File: src/rtl/rgb2yuv_core.sv
// rtl/rgb2yuv_core.sv - buffered RGB to YUV/YCbCr converter with two-stage pipeline
// Input pixels are loaded through WrEn, converted on Start, and read back via RdAddr.
module rgb2yuv_core #(
   parameter int PIX_W = 8,
   parameter int DEPTH = 4,
   localparam int AW = $clog2(DEPTH)
) (
   input  logic                 clk,
   input  logic                 rst,
   input  logic                 Start,
   input  logic [AW:0]          Len,
   input  logic                 Mode,
   input  logic                 WrEn,
   input  logic [AW-1:0]        WrAddr,
   input  logic [3*PIX_W-1:0]   WrData,
   input  logic [AW-1:0]        RdAddr,
   output logic [3*PIX_W-1:0]   RdData,
   output logic                 Busy,
   output logic                 Finish
);

   localparam int LW = AW + 1;
   // Wide enough for both the minimum product width and the full 3-term sum.
   localparam int PW = (2*PIX_W + 2 > PIX_W + 10) ? 2*PIX_W + 2 : PIX_W + 10;

   localparam logic signed [PW-1:0] C_YR = PW'(77);
   localparam logic signed [PW-1:0] C_YG = PW'(150);
   localparam logic signed [PW-1:0] C_YB = PW'(29);
   localparam logic signed [PW-1:0] C_UR = PW'(-43);
   localparam logic signed [PW-1:0] C_UG = PW'(-85);
   localparam logic signed [PW-1:0] C_UB = PW'(128);
   localparam logic signed [PW-1:0] C_VR = PW'(128);
   localparam logic signed [PW-1:0] C_VG = PW'(-107);
   localparam logic signed [PW-1:0] C_VB = PW'(-21);

   localparam logic signed [PW-1:0] ZERO = '0;
   localparam logic signed [PW-1:0] UMAX = PW'((1 << PIX_W) - 1);
   localparam logic signed [PW-1:0] SMAX = PW'((1 << (PIX_W - 1)) - 1);
   localparam logic signed [PW-1:0] SMIN = PW'(-(1 << (PIX_W - 1)));
   localparam logic signed [PW-1:0] HALF = PW'(1 << (PIX_W - 1));

   typedef enum logic [1:0] {S_IDLE, S_CONV, S_DONE} state_t;

   state_t                state_q, state_d;
   logic [LW-1:0]         len_q, len_d, cnt_q, cnt_d, len_eff;
   logic                  mode_q, mode_d;
   logic                  s1_valid_q, s1_valid_d;
   logic [AW-1:0]         s1_idx_q, s1_idx_d;
   logic signed [PW-1:0]  prod_q [9];
   logic signed [PW-1:0]  prod_d [9];
   logic [3*PIX_W-1:0]    in_mem_q  [DEPTH];
   logic [3*PIX_W-1:0]    out_mem_q [DEPTH];

   logic [3*PIX_W-1:0]    pix;
   logic signed [PW-1:0]  r_ext, g_ext, b_ext;
   logic signed [PW-1:0]  y_sum, u_sum, v_sum, y_sh, u_sh, v_sh;
   logic signed [PW-1:0]  lo_c, hi_c, off_c;
   logic [PIX_W-1:0]      y_res, u_res, v_res;

   function automatic logic [PIX_W-1:0] sat(input logic signed [PW-1:0] val,
                                             input logic signed [PW-1:0] lo,
                                             input logic signed [PW-1:0] hi);
      logic signed [PW-1:0] t;
      if (val < lo)      t = lo;
      else if (val > hi) t = hi;
      else               t = val;
      return PIX_W'(t);
   endfunction

   always_comb begin
      state_d = state_q;
      len_d   = len_q;
      cnt_d   = cnt_q;
      mode_d  = mode_q;
      len_eff = (Len > LW'(DEPTH)) ? LW'(DEPTH) : Len;
      case (state_q)
         S_IDLE, S_DONE: begin
            if (Start) begin
               len_d   = len_eff;
               mode_d  = Mode;
               cnt_d   = '0;
               state_d = (len_eff == '0) ? S_DONE : S_CONV;
            end
         end
         S_CONV: begin
            cnt_d = cnt_q + 1'b1;
            // Counter reaches len one cycle after the last read, while that pixel drains.
            if (cnt_q == len_q) state_d = S_DONE;
         end
         default: state_d = S_IDLE;
      endcase
   end

   always_comb begin
      pix        = in_mem_q[cnt_q[AW-1:0]];
      s1_valid_d = (state_q == S_CONV) && (cnt_q < len_q);
      s1_idx_d   = cnt_q[AW-1:0];
      r_ext      = PW'(pix[3*PIX_W-1 -: PIX_W]);
      g_ext      = PW'(pix[2*PIX_W-1 -: PIX_W]);
      b_ext      = PW'(pix[PIX_W-1:0]);
      prod_d[0]  = r_ext * C_YR;
      prod_d[1]  = g_ext * C_YG;
      prod_d[2]  = b_ext * C_YB;
      prod_d[3]  = r_ext * C_UR;
      prod_d[4]  = g_ext * C_UG;
      prod_d[5]  = b_ext * C_UB;
      prod_d[6]  = r_ext * C_VR;
      prod_d[7]  = g_ext * C_VG;
      prod_d[8]  = b_ext * C_VB;
   end

   always_comb begin
      y_sum = prod_q[0] + prod_q[1] + prod_q[2];
      u_sum = prod_q[3] + prod_q[4] + prod_q[5];
      v_sum = prod_q[6] + prod_q[7] + prod_q[8];
      y_sh  = y_sum >>> 8;
      u_sh  = u_sum >>> 8;
      v_sh  = v_sum >>> 8;
      lo_c  = mode_q ? ZERO : SMIN;
      hi_c  = mode_q ? UMAX : SMAX;
      off_c = mode_q ? HALF : ZERO;
      y_res = sat(y_sh, ZERO, UMAX);
      u_res = sat(u_sh + off_c, lo_c, hi_c);
      v_res = sat(v_sh + off_c, lo_c, hi_c);
   end

   always_ff @(posedge clk) begin
      if (rst) begin
         state_q    <= S_IDLE;
         len_q      <= '0;
         cnt_q      <= '0;
         mode_q     <= 1'b0;
         s1_valid_q <= 1'b0;
         s1_idx_q   <= '0;
         for (int i = 0; i < 9; i++) prod_q[i] <= '0;
         for (int i = 0; i < DEPTH; i++) out_mem_q[i] <= '0;
      end else begin
         state_q    <= state_d;
         len_q      <= len_d;
         cnt_q      <= cnt_d;
         mode_q     <= mode_d;
         s1_valid_q <= s1_valid_d;
         s1_idx_q   <= s1_idx_d;
         prod_q     <= prod_d;
         if (s1_valid_q) out_mem_q[s1_idx_q] <= {y_res, u_res, v_res};
      end
   end

   // Input buffer is deliberately not cleared by reset.
   always_ff @(posedge clk) begin
      if (!rst && WrEn && (state_q != S_CONV)) in_mem_q[WrAddr] <= WrData;
   end

   assign RdData = out_mem_q[RdAddr];
   assign Busy   = (state_q == S_CONV);
   assign Finish = (state_q == S_DONE);

endmodule
File: config.mk
export PLATFORM = sky130hd
export DESIGN_NAME = rgb2yuv_core
export DESIGN_NICKNAME = d
export VERILOG_FILES = /design/src/rtl/rgb2yuv_core.sv
export SDC_FILE = /design/constraint.sdc
export NUM_CORES = 1
export LEC_CHECK = 0
export CAP_MARGIN = 25
export CORE_AREA = 3 3 188 190
export CTS_CLUSTER_DIAMETER = 100
export DETAILED_ROUTE_END_ITERATION = 16
export DIE_AREA = 0 0 191 193
export PLACE_DENSITY_LB_ADDON = 0.2
export SLEW_MARGIN = 20
export SYNTH_ARGS = -nofsm -noshare
export SYNTH_HDL_FRONTEND = slang
export SYNTH_SLANG_ARGS = --single-unit
File: constraint.sdc
create_clock -name clk -period 6.8 [get_ports clk]
set_clock_uncertainty 0.1 [all_clocks]
set_input_delay 1.02 -clock clk [delete_from_list [all_inputs] [get_ports clk]]
set_output_delay 1.02 -clock clk [all_outputs]
set_load 0.01 [all_outputs]
==> impl_metrics.tcl, run 1 <==
set metrics [dict create \
    dieArea_um2 36900 \
    setup_tns_ns 0 \
    hold_slack_ns 0.381 \
    synth.yosys.seq_area_share_pct 39.2 \
    crit_type "flip-flop to flip-flop" \
    slew_headroom_pct 40.4 \
    syn_area_um2 21100 \
    setup_viol 0 \
    status "finished, final reports clean" \
    gp_congestion 0.906 \
    cts_hold_buf 0 \
    worstSetupEndpointType "flip-flop" \
    n_antenna_cell 0 \
    final_area_um2 23400 \
    timing.max_cap.violations 0 \
    period_minus_slack_ns 5.54 \
    htree_levels 2 \
    required_ns 7.11 \
    final_antenna_net_count 0 \
    layout_common_cells "ha_1 (338), inv_1 (293), edfxtp_1 (192)" \
    clock-root-buffer "clkbuf_16" \
    placed_area_um2 22200 \
    max-vdd-ir-drop_mv 0.231 \
    synth_top_area_cell "edfxtp_1" \
    grtUsageTotal_pct 24.3 \
    drtIter0Drc 765 \
    final_common_cell "ha_1" \
    wire_per_inst_um 17.8 \
    area_growth_pct 10.7 \
    cts_sinks 318 \
    rsz0062_at_grt "no" \
    worstMarginPinSlew_ns 0.886 \
    crit_buf_inv 2 \
    max_stage_delay_ns 0.69 \
    cts-resized-gates 0 \
    synth-seq-cells 318 \
    die_h_um 193 \
    hpwlAfterDp_um 33800 \
    grt_start_max_net_pins 101 \
    fp-row-count 67 \
    io_buffers 61 \
    min_period_over_period_pct 81.5 \
    powerDensity_nw_per_um2 344 \
    cp.arrival_ns 5.85 \
    yosys_warnings 0 \
    fin_nets 2418 \
    hold_viol 0 \
    drive_gt1_share_pct 6.80 \
    hold_path_class "flip-flop to flip-flop" \
    drc 0 \
    postCtsSetupRepairBufs 0 \
    coreArea_um2 33600 \
    start_util_pct 62.9 \
    cpMaxStageDelayCell "mux4_2" \
    syn-num-nets 2349 \
    fmax_mhz 180 \
    cts_made_buffers 35 \
    synth_area_per_cell_um2 11.3 \
    synth_top_area_share_pct 27.3 \
    crit_path_cell_trace "mux4_2 > ha_1 > ha_1 > fa_1 > inv_1 > fa_1 > inv_1 > ha_1 > nor2b_1 > o21ai_0 > a21boi_0 > o21ai_0 > a21boi_0 > o21ai_0 > a21oi_1 > o41ai_1 > mux2_2" \
    dr.pass1.iters 5 \
    synthFlopType "edfxtp_1" \
    cts_tree "built" \
    synth-edff-count 192 \
    slew_viol_final 0 \
    io_pins 62 \
    grt_pass1_wl_um 70800 \
    via_per_inst 5.62 \
    antenna_found_initial 1 \
    synthTopCellsByArea "edfxtp_1 (27%), ha_1 (20%), dfxtp_1 (12%)" \
    ys_types 65 \
    async_flop_share_pct 0 \
    clk_latency_ns 0.51 \
    leakage_nw 10.6 \
    vias 13600 \
    overflow 0 \
    drt-total-wl_um 43200 \
    die_w_um 191 \
    syn_inst 1878 \
    cp_max_fo 9 \
    cts_max_path_buffers 3 \
    cp_top_family "adder cells" \
    grt_pass1_vias 14100 \
    clkTransAtPathRegs_ns 0.06 \
    start_kind "flip-flop" \
]
## state kept, by name, summed over array words and instances, names as in the netlist, named ones only
signal      cells
cnt_q           3
in_mem_q       96
len_q           3
mode_q          1
out_mem_q      96
prod_q        112
s1_idx_q        2
s1_valid_q      1
state_q         2
## cell families after synthesis
kind of cell | after synthesis | synth area share, %
buffers and inverters | 337 | 6.01
multiplexers | 56 | 5.52
XOR/XNOR | 89 | 3.69
AO/OA/AOI/OAI | 285 | 8.52
flip-flops | 318 | 39.2
adder cells (fa/ha/maj) | 435 | 29.2
AND/OR/NAND/NOR | 358 | 7.84
## path summary, 6_finish.rpt
check                  from          to  slack (ns)  cells past startpoint
setup reg to reg  flip-flop  prod_q[88]        1.26                     17
hold / removal     len_q[2]    len_q[2]        0.38                      2
setup / recovery  flip-flop  prod_q[88]        1.26                     17
hold reg to reg    len_q[2]    len_q[2]        0.38                      2
## metal layers
metal,share of wire (%),GRT usage [%],up-vias
met4,2.4,6.24,0
li1,-,-,6639
met1,43,31.4,6636
met3,4.2,2.57,58
met5,0,0,-
met2,51,44.0,278
## per-stage QoR
stage,setup WS (ns),util [%],std cells,total power [mW]
after floorplan,1.09,-,1878,5.24
after global placement,1.37,66.2,2357,6.10
after detailed placement,1.27,66.2,2357,6.21
after CTS,1.23,69.5,2419,8.07
after global routing,0.869,69.6,2420,8.69
final,1.26,69.6,2420,8.04
## Yosys cell counts, types with 6 or more instances
cell      number
clkbuf_1      29
mux4_2        48
inv_1        293
a21o_1        23
o21a_1         7
a21oi_1      114
dfxtp_1      126
and3_1         6
o21bai_1      28
edfxtp_1     192
nor2b_1       38
nor3_1        39
ha_1         338
nand2_1       47
a211oi_1      16
nor2_1       173
o21ai_0       45
nand2b_1      15
xnor2_1       65
nand4_1        8
xor2_1        24
fa_1          97
nor3b_1        6
buf_1         11
## where the power goes
group	internal, mW	switching (mW)
logic	1.54	2.30
clock network	1.08	0.743
registers	2.26	0.119
total	4.88	3.16
## worst min-delay path, delay by kind of cell (launching register included)
family / cells / cell delay [ns]
flip-flops: 1 / 0.31
AO/OA/AOI/OAI: 1 / 0.06
AND/OR/NAND/NOR: 1 / 0.06
## final cells by class
cell class                      instances  area, µm²
Sequential cell                       318       8290
Clock buffer                           43        958
Fill cell                            2455      10200
Timing Repair Buffer                   76        736
Clock inverter                         19        156
Tap cell                              448        561
Inverter                              293       1100
Multi-Input combinational cell       1223      11600
No activity file was read; power rests on OpenSTA's default activity.
==> run 2: changes to the inputs <==
--- a/config.mk
+++ b/config.mk
@@ -6,10 +6,10 @@
 export NUM_CORES = 1
 export LEC_CHECK = 0
 export CAP_MARGIN = 25
-export CORE_AREA = 3 3 188 190
+export CORE_AREA = 3 3 197 199
 export CTS_CLUSTER_DIAMETER = 100
 export DETAILED_ROUTE_END_ITERATION = 16
-export DIE_AREA = 0 0 191 193
+export DIE_AREA = 0 0 200 202
 export PLACE_DENSITY_LB_ADDON = 0.2
 export SLEW_MARGIN = 20
 export SYNTH_ARGS = -nofsm -noshare
==> constraint.sdc (replaced) <==
create_clock -name clk -period 4.6 [get_ports clk]
set_clock_uncertainty 0.1 [all_clocks]
set_input_delay 0.69 -clock clk [delete_from_list [all_inputs] [get_ports clk]]
set_output_delay 0.69 -clock clk [all_outputs]
set_load 0.01 [all_outputs]
==> run 2 against run 1 <==
  * The flow now finishes with violations (negative setup slack)
  * Combinational power is 120% higher
  * Register-to-register slack worse by 1.5 ns
  * Cell count is 14% higher
  * Die area is 9.6% higher
  * Setup slack worse by 1.5 ns
  * Routed wire length is 20% higher
  * Sequential power is 49% higher
  * Global-route usage is 0.21 points lower
  * Critical path type unchanged
  * Critical endpoint is now prod_q[104]
==> impl_metrics.tcl, run 2 (synthesis gave the netlist of run 1 again) <==
set metrics [dict create \
    hold_viol 0 \
    final_area_um2 27400 \
    io_pins 62 \
    grtUsageTotal_pct 24.1 \
    clk_latency_ns 0.54 \
    dr.pass1.iters 5 \
    htree_levels 2 \
    post-place-ws_ns -0.433 \
    n_antenna_cell 0 \
    cts_made_buffers 35 \
    layout_common_cells "ha_1 (268), inv_1 (252), buf_4 (247)" \
    violations "negative setup slack" \
    antenna_found_initial 0 \
    finalPower_mw 14.7 \
    crit_top_cell "buf_6" \
    min_from "len_q[1]" \
    fin_nets 2685 \
    final_common_cell "ha_1" \
    cpMaxStageDelayCell "mux4_2" \
    setup_viol 28 \
    die_w_um 200 \
    drtIter0Drc 674 \
    fmax_mhz 207 \
    cts_sinks 318 \
    slew_viol_final 0 \
    io_buffers 61 \
    largest_register_ffs 112 \
    worst_slack_ns -0.220 \
    fp-row-count 71 \
    vias 14900 \
    drt-total-wl_um 51700 \
    timing.max_cap.violations 0 \
    start_kind "flip-flop" \
    grt_pass1_wl_um 76400 \
    grt_start_max_net_pins 65 \
    worstSetupEndpointType "flip-flop" \
    reg2reg_setup_slack_ns -0.22 \
    cts_tree "built" \
    coreArea_um2 37400 \
    top_register "prod_q" \
    clock-root-buffer "clkbuf_16" \
    hold_path_class "flip-flop to flip-flop" \
    hpwlAfterDp_um 36100 \
    max_stage_delay_ns 0.57 \
    placed_area_um2 23800 \
    period_minus_slack_ns 4.82 \
    dieArea_um2 40400 \
    slew_headroom_pct 43.4 \
    biggestRegsByFlops "prod_q: 112 flops, in_mem_q: 96 flops, out_mem_q: 96 flops" \
    cp.arrival_ns 5.12 \
    grt_pass1_vias 15200 \
    die_h_um 202 \
    status "finished with violations" \
    rsz0062_at_grt "yes" \
    gp_congestion 0.909 \
    final_antenna_net_count 0 \
    wire_per_inst_um 18.8 \
    drive_gt1_share_pct 29.5 \
    cp_max_fo 6 \
    via_per_inst 5.43 \
    required_ns 4.90 \
    area_growth_pct 29.5 \
    start_util_pct 56.5 \
    holdPathStages 2 \
    crit_type "flip-flop to flip-flop" \
    worstMarginPinSlew_ns 0.841 \
    rr_worst_depth 21 \
    n_fill_cell 2409 \
    crit_path_cell_trace "buf_6 > buf_12 > buf_6 > buf_8 > mux4_2 > buf_6 > ha_4 > inv_4 > fa_1 > inv_1 > ha_1 > fa_1 > ha_4 > inv_2 > o21bai_1 > a21oi_2 > o21bai_1 > a21oi_2 > o21ai_2 > xor2_1 > nor2_1" \
    clkTransAtPathRegs_ns 0.06 \
    min_period_over_period_pct 105 \
    cts_max_path_buffers 3 \
    overflow 0 \
    leakage_nw 12.1 \
    powerDensity_nw_per_um2 538 \
    max-vdd-ir-drop_mv 0.340 \
    drc 0 \
]
-- run 2: cell types whose count changed in the layout (fill, tap and decap cells not counted), moves of 13 or more --
cell	previous run	this run
buf_4	15	247
o21ai_2	0	17
o21ai_0	45	23
inv_2	0	36
inv_1	293	252
a211oi_2	0	13
buf_6	0	26
a21oi_2	1	50
ha_1	338	268
a21oi_1	114	56
ha_4	0	66
a211oi_1	16	3
-- run 2: final timing paths --
kind                                    end
worst max-delay path            prod_q[104]
worst min-delay path               len_q[1]
worst max register to register  prod_q[104]
worst min register to register     len_q[1]
-- run 2: critical path: cells and delay by family (launching register included) --
| family | cells | cell delay [ns] |
|---|---|---|
| fa+ha+maj | 5 | 1.94 |
| buf+inv | 8 | 0.78 |
| compound gates | 5 | 0.70 |
| mux | 1 | 0.57 |
| flops | 1 | 0.37 |
| xor+xnor | 1 | 0.16 |
| simple gates | 1 | 0.06 |
-- run 2: repair_timing --
item | CTS | global route
endpoints found under the setup margin | 104 | 103
gates cloned | 0 | 4
pin swaps | 61 | 158
hold buffers | 0 | 0
gates resized for setup | 77 | 255
buffers inserted | 45 | 50
-- run 2: layout make-up --
cell class | count | area, µm² | area share (%)
sequential | 318 | 8300 | 30.3
multi-input combinational | 1223 | 13300 | 48.4
clock inverter | 12 | 125 | 0.457
inverter | 293 | 1110 | 4.07
clock buffer | 49 | 973 | 3.56
timing repair buffer | 343 | 2950 | 10.8
tap | 511 | 639 | 2.34
-- run 2: power by group --
part | internal [mW] | switching [mW]
Combinational | 3.99 | 4.49
Clock | 1.60 | 1.11
Sequential | 3.35 | 0.194
-- run 2: routing by layer --
layer | wire [µm] | up-vias | part of all wire (%) | GRT usage (%)
met4 | 2110 | 0 | 4.1 | 10.6
met2 | 26800 | 386 | 52 | 41.3
met3 | 2500 | 120 | 4.8 | 3.62
met1 | 20300 | 7286 | 39 | 30.2
met5 | 0 | - | 0 | 0.247
li1 | - | 7147 | - | -
-- run 2: per-stage QoR --
stage,util [%],hold WS [ns],cells,setup TNS (ns)
6_report,73.1,0.366,2749,-1.50
5_1_grt,73.1,0.385,2749,-9.54
4_1_cts,68.4,0.355,2702,-0.226
3_5_place_dp,63.7,0.351,2598,-16.36
3_3_place_gp,63.7,0.351,2598,-9.10
2_1_floorplan,-,0.332,1878,-0.294
==> run 3: changes to the inputs <==
--- a/config.mk
+++ b/config.mk
@@ -5,11 +5,12 @@
 export SDC_FILE = /design/constraint.sdc
 export NUM_CORES = 1
 export LEC_CHECK = 0
+export ABC_AREA = 1
 export CAP_MARGIN = 25
-export CORE_AREA = 3 3 197 199
+export CORE_AREA = 3 3 201 203
 export CTS_CLUSTER_DIAMETER = 100
 export DETAILED_ROUTE_END_ITERATION = 16
-export DIE_AREA = 0 0 200 202
+export DIE_AREA = 0 0 204 206
 export PLACE_DENSITY_LB_ADDON = 0.2
 export SLEW_MARGIN = 20
 export SYNTH_ARGS = -nofsm -noshare
==> run 3 against run 2 <==
  * The flow now finishes without violations
  * Utilization down 3.8 points
  * Maximum frequency up 7.0%
  * Flip-flop and latch count unchanged
  * Final area down 2.0%
  * Clock power up 7%
  * Setup slack better by 0.31 ns
  * Die area up 4.0%
  * Critical path depth up 2
  * Sequential power up 2%
  * Routed wire length up 6.6%
  * Largest power group unchanged
  * Synthesized cell count up 29%
==> impl_metrics.tcl, run 3 <==
set metrics [dict create \
    p_sw_share_pct 43.4 \
    gp_congestion 0.918 \
    synth_top_area_cell "edfxtp_1" \
    internal-power_mw 9.08 \
    synth_area_per_cell_um2 9.06 \
    slew_viol_final 0 \
    overflow 0 \
    clk_latency_ns 0.56 \
    reg2reg_setup_slack_ns 0.09 \
    p_sw_mw 6.96 \
    drive_gt1_share_pct 16.9 \
    die_h_um 206 \
    coreArea_um2 38600 \
    syn_area_um2 22000 \
    timing.critical_path.to "prod_q[106]" \
    max-vdd-ir-drop_mv 0.416 \
    synth.yosys.seq_area_share_pct 37.6 \
    post-place-ws_ns -0.0284 \
    grt_start_max_net_pins 67 \
    setup_viol 0 \
    syn_inst 2429 \
    io_pins 62 \
    via_per_inst 5.34 \
    hold_viol 0 \
    worst_slack_ns 0.0942 \
    rsz0062_at_grt "yes" \
    drt-total-wl_um 55100 \
    start_util_pct 57.0 \
    p_comb_share_pct 59.3 \
    worstMarginPinSlew_ns 1.05 \
    yosysMostFrequentCell "inv_1" \
    synthTopCellsByArea "edfxtp_1 (26%), ha_1 (19%), dfxtp_1 (11%)" \
    synth_top_area_share_pct 26.2 \
    hold_path_class "flip-flop to flip-flop" \
    grtUsageTotal_pct 25.3 \
    seqPwrFrac_pct 22.6 \
    cts_tree "built" \
    start_kind "flip-flop" \
    final_core_util_pct 69.4 \
    dieArea_um2 42000 \
    synthFlopType "edfxtp_1" \
    synth_common_cells "inv_1 (459), nand2_1 (350), ha_1 (338)" \
    die_w_um 204 \
    clkPwrFrac_pct 18.1 \
    r2r-end "prod_q[106]" \
    synth-edff-count 192 \
    rr_worst_depth 23 \
    hpwlAfterDp_um 40300 \
    layout_common_cells "inv_1 (436), nand2_1 (329), ha_1 (304)" \
    cp_max_fo 18 \
    ys_types 51 \
    crit_type "flip-flop to flip-flop" \
    cpMaxStageDelayCell "fa_1" \
    drtIter0Drc 982 \
    status "finished, final reports clean" \
    top_register "prod_q" \
    dr.pass1.iters 5 \
    grt_pass1_wl_um 83800 \
    drc 0 \
    clkTransAtPathRegs_ns 0.07 \
    cts_max_path_buffers 3 \
    synth-seq-cells 318 \
    slew_headroom_pct 29.2 \
    cp.arrival_ns 4.89 \
    worstSetupEndpointType "flip-flop" \
    grt_pass1_vias 16900 \
    cts_made_buffers 37 \
    min_period_over_period_pct 98.0 \
    fmax_mhz 222 \
    largest_register_ffs 112 \
    fin_nets 3144 \
    crit_path_cell_trace "buf_12 > buf_4 > nand2_1 > a32oi_2 > buf_6 > inv_1 > ha_1 > inv_1 > fa_1 > inv_1 > ha_1 > ha_1 > ha_1 > nand2_1 > o21ai_1 > a21oi_2 > o21ai_1 > nand2_1 > inv_1 > nor2_1 > o21bai_1 > o21ai_0 > a21oi_1" \
    biggestRegsByFlops "prod_q: 112 flops, in_mem_q: 96 flops, out_mem_q: 96 flops" \
    wire_per_inst_um 17.1 \
    required_ns 4.98 \
    final_common_cell "inv_1" \
    finalPower_mw 16.0 \
    max_stage_delay_ns 0.50 \
    yosys_warnings 0 \
    htree_levels 2 \
    powerDensity_nw_per_um2 598 \
    leakage_nw 13.0 \
    clock-root-buffer "clkbuf_16" \
    period_minus_slack_ns 4.51 \
    async_flop_share_pct 0 \
    n_fill_cell 2915 \
    antenna_found_initial 1 \
    syn-num-nets 2900 \
    area_growth_pct 21.8 \
    n_antenna_cell 0 \
    cts_sinks 318 \
    timing.max_cap.violations 0 \
    final_antenna_net_count 0 \
    vias 17200 \
    io_buffers 61 \
    fp-row-count 72 \
]
-- run 3: cell types whose count changed after synthesis, sizes merged, moves of 58 or more --
cell,delta
a21oi,+58
nor2,+78
o21ai,+89
xnor2,-62
inv,+171
nand3,+62
nand2,+316
-- run 3: through the flow --
step	hold WS, ns	instances	area (µm²)	TNS (ns)
after floorplan	0.326	2429	22200	-0.0323
after global placement	0.352	3113	24400	0
after detailed placement	0.360	3113	24400	-0.0444
after CTS	0.331	3180	25700	-0.0335
after global routing	0.381	3217	26800	-0.556
final	0.367	3217	26800	0
-- run 3: routing by layer --
| metal | routed length, µm | part of all wire, % | GRT usage [%] | vias up |
|---|---|---|---|---|
| met4 | 2650 | 4.8 | 11.8 | 0 |
| met5 | 0 | 0 | 0 | - |
| met1 | 22700 | 41 | 31.6 | 8105 |
| met3 | 2580 | 4.7 | 3.02 | 123 |
| li1 | - | - | - | 8487 |
| met2 | 27200 | 49 | 44.0 | 475 |
-- run 3: power by group through the flow --
stage               clock network (mW)  logic (mW)  registers, mW
CTS                               2.94        8.62           3.63
detailed placement                   0        8.46           3.69
floorplan                            0        5.81           3.60
global route                      3.06        10.7           3.66
finish                            2.91        9.51           3.62
global placement                     0        8.22           3.68
-- run 3: how the worst min path moves through the flow --
stage | from | endpoint | slack (ns) | cells past startpoint
final | cnt_q[2] | cnt_q[2] | 0.37 | 1
after global routing | rst | len_q[2] | 0.38 | 2
after CTS | rst | len_q[2] | 0.33 | 2
after detailed placement | len_q[1] | len_q[1] | 0.36 | 1
after global placement | len_q[1] | len_q[1] | 0.35 | 1
after floorplan | cnt_q[2] | cnt_q[2] | 0.33 | 1
-- run 3: cells by family after synthesis --
| group | after synthesis | synth area share, % |
|---|---|---|
| xor+xnor | 13 | 0.585 |
| simple gates | 726 | 13.7 |
| flops | 318 | 37.6 |
| buf+inv | 517 | 9.05 |
| compound gates | 420 | 10.9 |
| fa+ha+maj | 435 | 28.0 |
-- run 3: timing repair --
item / in CTS / in global routing
gates resized for setup: 12 / 169
pin swaps: 1 / 62
setup buffers: 0 / 31
setup endpoints to repair: 9 / 94
hold buffers: 0 / 0
cloned: 2 / 6
-- run 3: critical path, delay by kind of cell (launching register included) --
family | cells | cell delay, ns
adder cells (fa/ha/maj) | 5 | 1.74
AO/OA/AOI/OAI | 7 | 1.13
buffers and inverters | 7 | 0.74
flip-flops | 1 | 0.41
AND/OR/NAND/NOR | 4 | 0.31
-- run 3: area by class of cell --
| cell class | instances | area (µm²) | area share [%] |
|---|---|---|---|
| inverters | 464 | 1750 | 6.53 |
| well taps | 518 | 648 | 2.42 |
| clock buffers | 44 | 1000 | 3.75 |
| repair buffers | 258 | 2340 | 8.74 |
| flip-flops and latches | 318 | 8290 | 30.9 |
| clock inverters | 21 | 190 | 0.709 |
| multi-input cells | 1594 | 12600 | 46.9 |
